File: src/rtl/alu_writeback_stage_pkg.sv
// Shared types for the ALU write-back path: opcode mnemonics and the write-back packet.
package alu_writeback_stage_pkg;

  localparam int W_DEF         = 8;
  localparam int REGW_DEF      = 3;
  localparam int CNTW_DEF      = 16;
  localparam int WB_SKID_DEPTH = 2;

  typedef enum logic [4:0] {
    ADD  = 5'd0,
    SUB  = 5'd1,
    AND  = 5'd2,
    OR   = 5'd3,
    XOR  = 5'd4,
    NOT  = 5'd5,
    SHL  = 5'd6,
    SHR  = 5'd7,
    INC  = 5'd8,
    DEC  = 5'd9,
    PASS = 5'd10
  } op_mne_t;

  typedef struct packed {
    logic [W_DEF-1:0]    data;
    logic [REGW_DEF-1:0] addr;
    logic                en;
  } wb_pkt_t;

  // Only a subtract defines a meaningful equality result for branches.
  function automatic logic op_sets_equal(input logic [4:0] op);
    return op == SUB;
  endfunction

endpackage

File: src/rtl/alu_writeback_stage_wb_skid_buffer.sv
// Generic valid/ready buffer: DEPTH=1 is a single pass-through register,
// DEPTH>=2 adds a skid entry so in_ready comes straight from a flop.
module wb_skid_buffer
  import alu_writeback_stage_pkg::*;
#(
  parameter type pkt_t = wb_pkt_t,
  parameter int  DEPTH = 1
) (
  input  logic clk,
  input  logic rst,
  input  logic in_valid,
  output logic in_ready,
  input  pkt_t in_pkt,
  output logic out_valid,
  input  logic out_ready,
  output pkt_t out_pkt
);

  logic out_free;
  assign out_free = !out_valid || out_ready;

  generate
    if (DEPTH >= 2) begin : g_skid
      logic skid_valid;
      pkt_t skid_pkt;
      logic in_fire;

      assign in_ready = !skid_valid;
      assign in_fire  = in_valid && in_ready;

      // Skid entry is always older than anything arriving, so it drains first.
      always_ff @(posedge clk) begin
        if (rst) begin
          out_valid  <= 1'b0;
          out_pkt    <= '0;
          skid_valid <= 1'b0;
          skid_pkt   <= '0;
        end else if (out_free) begin
          if (skid_valid) begin
            out_valid  <= 1'b1;
            out_pkt    <= skid_pkt;
            skid_valid <= 1'b0;
          end else begin
            out_valid <= in_fire;
            if (in_fire) out_pkt <= in_pkt;
          end
        end else if (in_fire) begin
          skid_valid <= 1'b1;
          skid_pkt   <= in_pkt;
        end
      end
    end else begin : g_single
      assign in_ready = out_free;

      always_ff @(posedge clk) begin
        if (rst) begin
          out_valid <= 1'b0;
          out_pkt   <= '0;
        end else if (out_free) begin
          out_valid <= in_valid;
          if (in_valid) out_pkt <= in_pkt;
        end
      end
    end
  endgenerate

endmodule

File: src/rtl/alu_writeback_stage.sv
// ALU write-back stage: buffers results toward the register file, keeps branch flags
// and a retire counter. Define SKID_BUFFER_EN for the 2-entry skid buffer.
module alu_writeback_stage
  import alu_writeback_stage_pkg::*;
#(
  parameter int W    = W_DEF,
  parameter int RegW = REGW_DEF,
  parameter int CntW = CNTW_DEF
) (
  input  logic            Clk,
  input  logic            Reset,
  input  logic            InValid,
  output logic            InReady,
  input  logic [4:0]      Operand,
  input  logic [W-1:0]    AluOut,
  input  logic            AluZero,
  input  logic            AluEqual,
  input  logic            WrEn,
  input  logic [RegW-1:0] WrAddr,
  output logic            WbValid,
  input  logic            WbReady,
  output logic [W-1:0]    WbData,
  output logic [RegW-1:0] WbAddr,
  output logic            WbEn,
  output logic            FlagZero,
  output logic            FlagEqual,
  output logic [CntW-1:0] RetireCnt
);

  // Same layout as wb_pkt_t, but sized from this instance's parameters.
  typedef struct packed {
    logic [W-1:0]    data;
    logic [RegW-1:0] addr;
    logic            en;
  } pkt_t;

`ifdef SKID_BUFFER_EN
  localparam int BUF_DEPTH = WB_SKID_DEPTH;
`else
  localparam int BUF_DEPTH = 1;
`endif

  pkt_t in_pkt, out_pkt;
  logic in_fire, out_fire;

  assign in_pkt   = '{data: AluOut, addr: WrAddr, en: WrEn};
  assign in_fire  = InValid && InReady;
  assign out_fire = WbValid && WbReady;

  wb_skid_buffer #(
    .pkt_t (pkt_t),
    .DEPTH (BUF_DEPTH)
  ) u_buf (
    .clk       (Clk),
    .rst       (Reset),
    .in_valid  (InValid),
    .in_ready  (InReady),
    .in_pkt    (in_pkt),
    .out_valid (WbValid),
    .out_ready (WbReady),
    .out_pkt   (out_pkt)
  );

  assign WbData = out_pkt.data;
  assign WbAddr = out_pkt.addr;
  assign WbEn   = WbValid && out_pkt.en;

  // Flags track issue order, not retirement, so a branch sees them one cycle after accept.
  always_ff @(posedge Clk) begin
    if (Reset) begin
      FlagZero  <= 1'b0;
      FlagEqual <= 1'b0;
    end else if (in_fire) begin
      FlagZero <= AluZero;
      if (op_sets_equal(Operand)) FlagEqual <= AluEqual;
    end
  end

  always_ff @(posedge Clk) begin
    if (Reset)         RetireCnt <= '0;
    else if (out_fire) RetireCnt <= RetireCnt + 1'b1;
  end

endmodule
File: config.mk
export PLATFORM = sky130hd
export DESIGN_NAME = alu_writeback_stage
export DESIGN_NICKNAME = d
export VERILOG_FILES = /design/src/rtl/alu_writeback_stage_pkg.sv /design/src/rtl/alu_writeback_stage_wb_skid_buffer.sv /design/src/rtl/alu_writeback_stage.sv
export SDC_FILE = /design/constraint.sdc
export NUM_CORES = 1
export LEC_CHECK = 0
export CORE_MARGIN = 8
export CORE_UTILIZATION = 38
export DETAILED_ROUTE_END_ITERATION = 12
export PLACE_DENSITY_LB_ADDON = 0.1
export SETUP_SLACK_MARGIN = 0.5
export SYNTH_ARGS = -nofsm -noshare
export SYNTH_HDL_FRONTEND = slang
export SYNTH_SLANG_ARGS = --single-unit
File: constraint.sdc
create_clock -name Clk -period 1.51 [get_ports Clk]
set_input_delay 0.302 -clock Clk [delete_from_list [all_inputs] [get_ports Clk]]
set_output_delay 0.302 -clock Clk [all_outputs]
set_load 0.01 [all_outputs]
# Word level (Yosys, flattened, before mapping)
# Index checks and enable logic that the tools add are counted.
# W data, S select, Z words.
[op_classes] add_sub_neg=1 mul=0 n_div=0 order_cmp=0 n_eq_ne=1 shift=0 mux=0 bitwise_logic=0 n_reduce_logical=7
[ops] op="$add A16 B1 Y16 const B" count=1
[ops] op="$eq A5 B1 Y1 const B" count=1
[ops] op="$reduce_and A2 Y1" count=2
[ops] op="$logic_and A1 B1 Y1" count=3
[ops] op="$logic_not A1 Y1" count=1
[ops] op="$logic_or A1 B1 Y1" count=1
[word_totals] register_bits=31 latch_bits=0 ram_bits=0 romBits=0 input_bits=23 out_inout_bits=32 memories=0

# Depth between registers and ports, before layout
# Gate-level depths: netlist of the first run.
[logic_depth] depth_word=4 mapped_depth=5 mapped_depth_nobuf=5

# Hierarchy
# From an unflattened synthesis of the first run, not the netlist that was laid out.
[unflattened] cells_unflattened=154 hier_area_um2=1412.6
[modules_own_cells] module="alu_writeback_stage" n_inst=1 cells_per_inst=95 area_per_inst_um2=814.5 seq_area_each_um2=360.3
[modules_own_cells] module="wb_skid_buffer" n_inst=1 cells_per_inst=59 area_per_inst_um2=598.1 seq_area_each_um2=260.2

# Least setup slack after synthesis of the first run
# Ideal clock, no wire load.
[synth_timing] path_type="reg-to-reg" start="register RetireCnt[6]" end="register RetireCnt[15]" setup_time_ns=0.070 t_arrival_ns=1.617 setup_slack_ns=-0.178 path_stages_with_launch=5 path_buffers=0 period_less_slack_ns=1.688 cell_sequence="dfxtp_1 > nand4_2 > or3_4 > or4_1 > a21oi_1"
[synth_via] elab_chain_cells=1
[synth_lines] item="start, declared" line="alu_writeback_stage.sv:27" source="output logic [CntW-1:0] RetireCnt"
[synth_lines] item="start signal, assigned" line="alu_writeback_stage.sv:81" source="else if (out_fire) RetireCnt <= RetireCnt + 1'b1;"
[synth_lines] item="$add A16 B1 Y16" line="alu_writeback_stage.sv:81"
# No other way between the ends.
# A chain may end at the register's enable or synchronous reset.

# Final worst setup path of the first run
[layout_timing] start="register RetireCnt[9]" end="register RetireCnt[13]"
# The elaborated chain is that of the path after synthesis.

==> impl_results.md, run 1 <==
* Reg2reg start: RetireCnt[9]
* Clk slew on worst S/H paths at 100 ps
* Slew Viols, Final at 0
* Count of final setup violators at 0
* CP Launch Type: flip-flop
* DR iter-0 viols at 42
* WP buf/inv at 0
* Clock root buffer: clkbuf_4
* Initial antenna violation count at 0
* Count leader, synth: nand2_1
* N_diodes at 0
* Max-cap viol count at 0
* Overall Global Routing Usage at 0.1630
* Yosys top cell by area: dfxtp_1
* Final Hold Vio Count at 0
* Path type of the worst min-delay path: flip-flop to flip-flop
* Period minus WS final at 1476 ps
* Clock power frac at 0.334
* Die Y at 75.25 um
* CP Class: flip-flop to flip-flop
* Register area share after synthesis at 0.4653
* CP Cell Sequence: nand4_4, or3_4, or3_4, a21oi_1
* GP Congestion at 0.8005
* CP dominant cell by count: or3_4
* Part of the power in registers at 0.491
* Worst setup startpoint: RetireCnt[9]
* Slew HR at 0.8127
* Worst Path Max Fanout at 4
* Io pins at 55
* RSZ-0062 raised after global routing: true
* Core box area at 3363 um^2
* Fin cells at roughly 300
* Worst Hold Launch: u_buf.out_pkt[9]
* Yosys reg bits at 31
* CTS tree: yes
* Mean Syn Cell Area at approximately 8.3 um^2
* Std cell rows at 21
* Commonest cells in the netlist: nand2_1 (35), dfxtp_1 (31), a21oi_1 (19)
* Final WS setup at 33.81 ps
* Worst Tran Pin Value at 280.1 ps
* Pre-CTS setup slack at -321.5 ps
* CP max stage cell: or3_4
* Routed via count at between 1,000 and 1,500
* Ys flop type: dfxtp_1
* Logic pwr share at 0.176
* Syn Nets at between 150 and 200
* Worst clock skew at 10.26 ps
* CTS H-tree lvls at 2
* Yosys cell types at 30
* Peak Freq at 0.6774 GHz
* CP Data Arrival Time at 1730 ps
* DRT Pass-1 Iters at 4
* # placed instances at between 200 and 300
* DRT Wirelength at roughly 4.9 mm
* Switching power at 444.1 uW
* Layout Nets at 273
* Vias in the first global route at 1,470
* Switching part of the total power at 0.2575
* CTS Buffer Depth at 2
* Layout cells sized above 1 at 0.6440
* Antenna Nets Post-Route at 0
* Starting Density at 0.3966
* Largest net degree at the start of global routing at 17
* Peak VDD IR at 0.0004097 V
* Synth top area cells: dfxtp_1 (47%), nand2_1 (9.8%), a21oi_1 (7.1%)
* GRT overflow at 0
* Clk Latency, worst-skew pair at 350 ps
* Synth Instances at 160
* WP data required at 1770 ps
* Pint at 1.281 mW
* Run status: completed
* Power Dens Cells at between 600 and 700 nW/um^2
* Setup TNS at 0 ps
* Yosys top cell area share at 0.4653
* DIE AREA at 5662 um^2
* # DRC at 0
* P_leak at between 1 and 1.5 nW
* Worst setup EP type: flip-flop
* CTS buffer count at 5
* Synth Cell Area at between 1000 and 1500 um^2
* Family with the most delay on the worst path: simple AND/OR/NAND/NOR gates
* Fin crit share at 0.9776
* Hold_buf cts at 0
* First-pass GRT wire length at 7.010 mm
* Horiz. Die Dim at 75.25 um
* Final HPWL DP at 2.702 mm
* Clock Sink Count at 31
* Area Growth Syn to Fin at 100.8%
* YS warnings at 0
* Post-synthesis async set-or-reset flop share at 0
* Via density per instance at 4.926
* Drt wl/cell at 16.46 um
* Post-synth EDFFs at 0
* PortBufs at 54
* Slowest Stage Delay on Critical Path at 390 ps
state kept, by name (all words and copies together) (netlist names):
register	flops
FlagZero	1
u_buf.out_pkt	12
RetireCnt	16
FlagEqual	1
u_buf.out_valid	1
layer usage:
layer	track usage	wire [um]
met5	0	0
met4	0.06183	70
met3	0.06525	332
met2	0.2831	2580
met1	0.1723	1889
power by group through the flow:
stage / logic (mW) / registers [mW] / clock network (mW)
finish: 0.303 / 0.847 / 0.576
global route: 0.322 / 0.850 / 0.627
detailed placement: 0.209 / 0.866 / 0
floorplan: 0.0957 / 0.866 / 0
global placement: 0.203 / 0.865 / 0
CTS: 0.261 / 0.847 / 0.579
worst reg2reg max path, cell delays in order (launching register included):
cell	delay [ps]
dfxtp_4	380
nand4_4	100
or3_4	390
or3_4	360
a21oi_1	160
final timing paths:
kind,to,slack [ps],cells after the start
max,RetireCnt[13],30,4
min,u_buf.out_pkt[9],470,2
max reg2reg,RetireCnt[13],30,4
min reg2reg,u_buf.out_pkt[9],470,2
cell usage in the layout, fill, tap and decap left out, types with 3 or more instances in the layout:
master            n
buf_4            21
clkbuf_4          5
nand2_1          18
or3_4             3
buf_6            51
and2_4            3
dfxtp_2          18
xor2_1            5
nand4_1           3
nand2_2          15
xnor2_1           4
nor2_1           12
a21oi_2          11
dfxtp_4          11
inv_1             4
clkdlybuf4s50_1  21
a21oi_1           8
cells by family (layout without fill, tap and decap cells):
kind of cell | count (synthesis) | in the layout | synth area share
AO/OA/AOI/OAI | 23 | 23 | 0.09100
XOR/XNOR | 11 | 11 | 0.07223
adder cells (fa/ha/maj) | 1 | 1 | 0.009379
buffers and inverters | 20 | 109 | 0.08724
flip-flops | 31 | 31 | 0.4653
multiplexers | 1 | 1 | 0.007505
AND/OR/NAND/NOR | 73 | 74 | 0.2674
metrics by stage:
stage	cell area [um^2]	power [mW]	utilization	hold slack (ps)
global route	2679	1.798	0.7965	491.8
floorplan	1451	0.9613	-	361.4
global placement	2059	1.068	0.6124	441.3
detailed placement	2059	1.076	0.6124	446.8
CTS	2431	1.687	0.7228	465.5
finish	2679	1.725	0.7965	472.5
area by class of cell:
class | count | area (um^2)
multi-input cells | 110 | 843.3
well taps | 46 | 57.56
clock buffers | 8 | 68.82
fillers | 229 | 684.4
inverters | 4 | 15.01
flip-flops and latches | 31 | 684.4
repair buffers | 97 | 1010
what timing repair did:
action	4_1_cts	5_1_grt
pin swaps	20	22
gates resized for setup	200	45
buffers inserted	16	11
endpoints found under the setup margin	60	62
gates cloned	2	0
No activity file was read; power rests on OpenSTA's default activity.
==> inputs of run 2 (changes only) <==
CORE_UTILIZATION = 39   (was 38)
SYNTH_HIERARCHICAL = 1   (was unset)
==> run 2 against run 1 <==
Synthesized cell count down 3.8%. Global-route usage down 2.5 points. Final cell count down 2.4%. Combinational power down 6%. Clock skew about the same. Sequential cell count unchanged. Synthesized area up 5.9%. Wire length down 12%. Hold slack worse by 43 ps. Clock power down 18%. Non-clock buffer count down 6. First-iteration DRC count up 40%. Largest cell class unchanged. Largest power group unchanged. Highest routed layer unchanged.
==> impl_results.md, run 2 <==
* Layout cells sized above 1 at 0.5768 (-0.06724)
* Power Dens Cells at 637.7 nW/um^2 (-0.96%)
* RSZ-0062 raised after global routing: true
* Slew Viols, Final at 0 (unchanged)
* Logic pwr share at 0.176 (about the same)
* Max-cap viol count at 0 (unchanged)
* Peak Freq at 0.7310 GHz (+7.9%)
* Io pins at 55 (unchanged)
* DRT Pass-1 Iters at 4 (unchanged)
* Routed via count at 1,457 (-0.069%)
* Synth top area cells: dfxtp_1 (44%), nand3_1 (7.1%), xor2_1 (5.6%)
* PnR Total Power at 1.613 mW (-6.5%)
* Reg with most FFs: RetireCnt
* CP Data Arrival Time at 1640 ps (-90 ps)
* Fin crit share at 0.9059 (-0.07171)
* CTS Buffer Depth at 2 (unchanged)
* Post-DP Area at 2044 um^2 (-0.73%)
* Clock power frac at 0.294 (-0.040)
* Vias in the first global route at 1,479 (+0.61%)
* # DRC at 0 (unchanged)
* Met2 wire length at 2.327 mm (-9.8%)
* CTS buffer count at 5 (unchanged)
* Largest net degree at the start of global routing at 32 (+15)
* Starting Density at 0.3948 (-0.001822)
* Horiz. Die Dim at 76.19 um (+1.2%)
* YS warnings at 6 (+6)
* Count of final setup violators at 0 (unchanged)
* Yosys top cell by area: dfxtp_1
* Synth Area in Compound Gates at 0.1913 (+0.1003)
* PortBufs at 54 (unchanged)
* Core box area at 3578 um^2 (+6.4%)
* N_diodes at 0 (unchanged)
* DRT Wirelength at 4.289 mm (-12%)
* Worst Tran Pin Value at 240.3 ps (-39.78 ps)
* GRT overflow at 0 (unchanged)
* Fin cells at 289 (-2.4%)
* P_leak at 1.044 nW (-7.5%)
* DR iter-0 viols at 59 (+40%)
* Yosys reg bits at 31 (unchanged)
* First-pass GRT wire length at 6.665 mm (-4.9%)
* Biggest registers after layout: RetireCnt (16), u_buf/out_pkt (12)
* Path type of the worst min-delay path: primary input to flip-flop
* Post-synth EDFFs at 0 (unchanged)
* Worst clock skew at 10.04 ps (-0.2226 ps)
* CTS H-tree lvls at 2 (unchanged)
* GP Congestion at 0.7638 (-4.6%)
* Synth Instances at 154 (-3.8%)
* Synth Cell Area at 1413 um^2 (+5.9%)
* Count leader, synth: dfxtp_1
* Die Y at 76.19 um (+1.2%)
* Layout Nets at 264 (-3.3%)
* Commonest cells in the netlist: dfxtp_1 (31), nand3_1 (20), a21oi_1 (14)
* Drt wl/cell at 14.84 um (-9.9%)
* Worst Path Max Fanout at 6 (+2)
* Largest family of logic cells by synthesized area: simple AND/OR/NAND/NOR gates
* Setup TNS at 0 ps (unchanged)
* Peak VDD IR at 0.0005809 V (+42%)
* Run status: completed
* Hold_buf cts at 0 (unchanged)
* Cell area after layout at 2529 um^2 (-5.6%)
* DIE AREA at 5804 um^2 (+2.5%)
* XOR/XNOR Fraction of Synth Area at 0.06200 (-0.01023)
* Std cell rows at 22 (+4.8%)
* WP data required at 1780 ps (about the same)
* Clock Sink Count at 31 (unchanged)
* Overall Global Routing Usage at 0.1376 (-0.02544)
* Period minus WS final at 1368 ps (-108.3 ps)
* Mux cell area share after synthesis at 0.007086 (-0.0004188)
* Clk slew on worst S/H paths at 100 ps (about the same)
* # placed instances at 252 (-2.7%)
* Top Layer Used: met4
* Final Hold Vio Count at 0 (unchanged)
* Pint at 1.195 mW (-6.7%)
* Ys flop type: dfxtp_1
* Max reg flops at 16 (unchanged)
* Slew HR at 0.8395 (+0.02685)
* Area Growth Syn to Fin at 79.01%
* Yosys top cell area share at 0.4393 (-0.02596)
* Clk Latency, worst-skew pair at 330 ps (-20 ps)
* Switching part of the total power at 0.2588 (+0.001301)
* Worst setup EP type: flip-flop
* Initial antenna violation count at 0 (unchanged)
* Most frequent cells in the layout: buf_6 (35), dfxtp_2 (24), buf_4 (24)
* Yosys cell types at 32 (+6.7%)
* Final HPWL DP at 2.628 mm (-2.8%)
* Mean Syn Cell Area at 9.173 um^2 (+10%)
* Part of the power in registers at 0.530 (+0.039)
* Post-Route Utilization at 0.7066 (-0.08986)
* Post-synthesis async set-or-reset flop share at 0 (unchanged)
* Via density per instance at 5.042 (+2.4%)
* CP Launch Type: flip-flop
* Clock root buffer: clkbuf_4
* CTS tree: yes
* Switching power at 417.3 uW (-6.0%)
* Register area share after synthesis at 0.4393 (-0.02596)
* Commonest non-fill, non-tap cell in the layout: buf_6
* Syn Nets at 178 (-3.3%)
* Synth Area in Simple Gates at 0.2250 (-0.04238)
* Adder-cell area share of the yosys netlist at 0.008857 (-0.0005235)
* Wl on met1 at 1.603 mm (-15%)
* CP Class: flip-flop to flip-flop
* Met3 WL at 291 um (-12%)
* Antenna Nets Post-Route at 0 (unchanged)
-- run 2: cell types whose count changed in the layout (fill, tap and decap cells not counted), moves of 5 or more --
cell,previous run,this run
a21bo_1,0,6
a21bo_2,0,5
buf_2,0,6
buf_6,51,35
clkdlybuf4s50_1,21,16
dfxtp_2,18,24
dfxtp_4,11,6
nand2_1,18,6
nand2_2,15,1
nand3_1,2,15
-- run 2: final cells by class --
cell class              count  area [um^2]
flip-flops and latches     31        673.1
inverters                   3        11.26
repair buffers             91        938.4
fillers                   288         1050
well taps                  48        60.06
clock buffers               8        48.80
multi-input cells         108        797.0
-- run 2: power groups by stage --
stage / sequential (mW) / combinational (mW) / clock, mW
after CTS: 0.857 / 0.257 / 0.481
after global placement: 0.871 / 0.220 / 0
after floorplan: 0.882 / 0.0906 / 0
final: 0.855 / 0.285 / 0.473
after detailed placement: 0.873 / 0.225 / 0
after global routing: 0.858 / 0.305 / 0.508
-- run 2: worst paths after layout --
kind                 from             to  slack (ps)  cells after the start
max          RetireCnt[3]  RetireCnt[13]         140                      4
min reg2reg      FlagZero       FlagZero         470                      2
min               InValid       FlagZero         430                      4
max reg2reg  RetireCnt[3]  RetireCnt[13]         140                      4
-- run 2: repair_timing --
| item | CTS | global route |
|---|---|---|
| setup buffers | 13 | 14 |
| endpoints found under the setup margin | 61 | 63 |
| resized for setup | 190 | 37 |
| hold endpoints to repair | 0 | 0 |
| cloned | 1 | 1 |
| pin swaps | 23 | 22 |
-- run 2: logic make-up (layout without fill, tap and decap cells) --
group | count (synthesis) | after routing
simple gates | 59 | 59
xor+xnor | 10 | 10
mux | 1 | 1
buf+inv | 15 | 102
fa+ha+maj | 1 | 1
compound gates | 37 | 37
flops | 31 | 31
-- run 2: layer usage --
metal	global-route usage	vias to the layer above
met1	0.1326	699
met3	0.06486	8
met5	0	-
met4	0.05000	0
met2	0.2485	39
li1	-	711
-- run 2: stage by stage --
| step | worst slack [ps] | hold slack [ps] |
|---|---|---|
| 4_1_cts | 178.0 | 419.6 |
| 3_5_place_dp | -427.2 | 455.5 |
| 5_1_grt | 82.82 | 429.5 |
| 3_3_place_gp | -404.0 | 447.2 |
| 6_report | 142.1 | 429.5 |
| 2_1_floorplan | 172.1 | 371.1 |
-- run 2: worst max-delay path, cell delays in order (launching register included) --
cell     delay (ps)
dfxtp_2         360
and4_4          270
nand2_1          70
or4_1           460
a21oi_1         140
==> inputs of run 3 (changes only) <==
CAP_MARGIN = 20   (was unset)
==> results of run 3 <==
The final DEF is identical to that of run 2; final timing and power are the same.
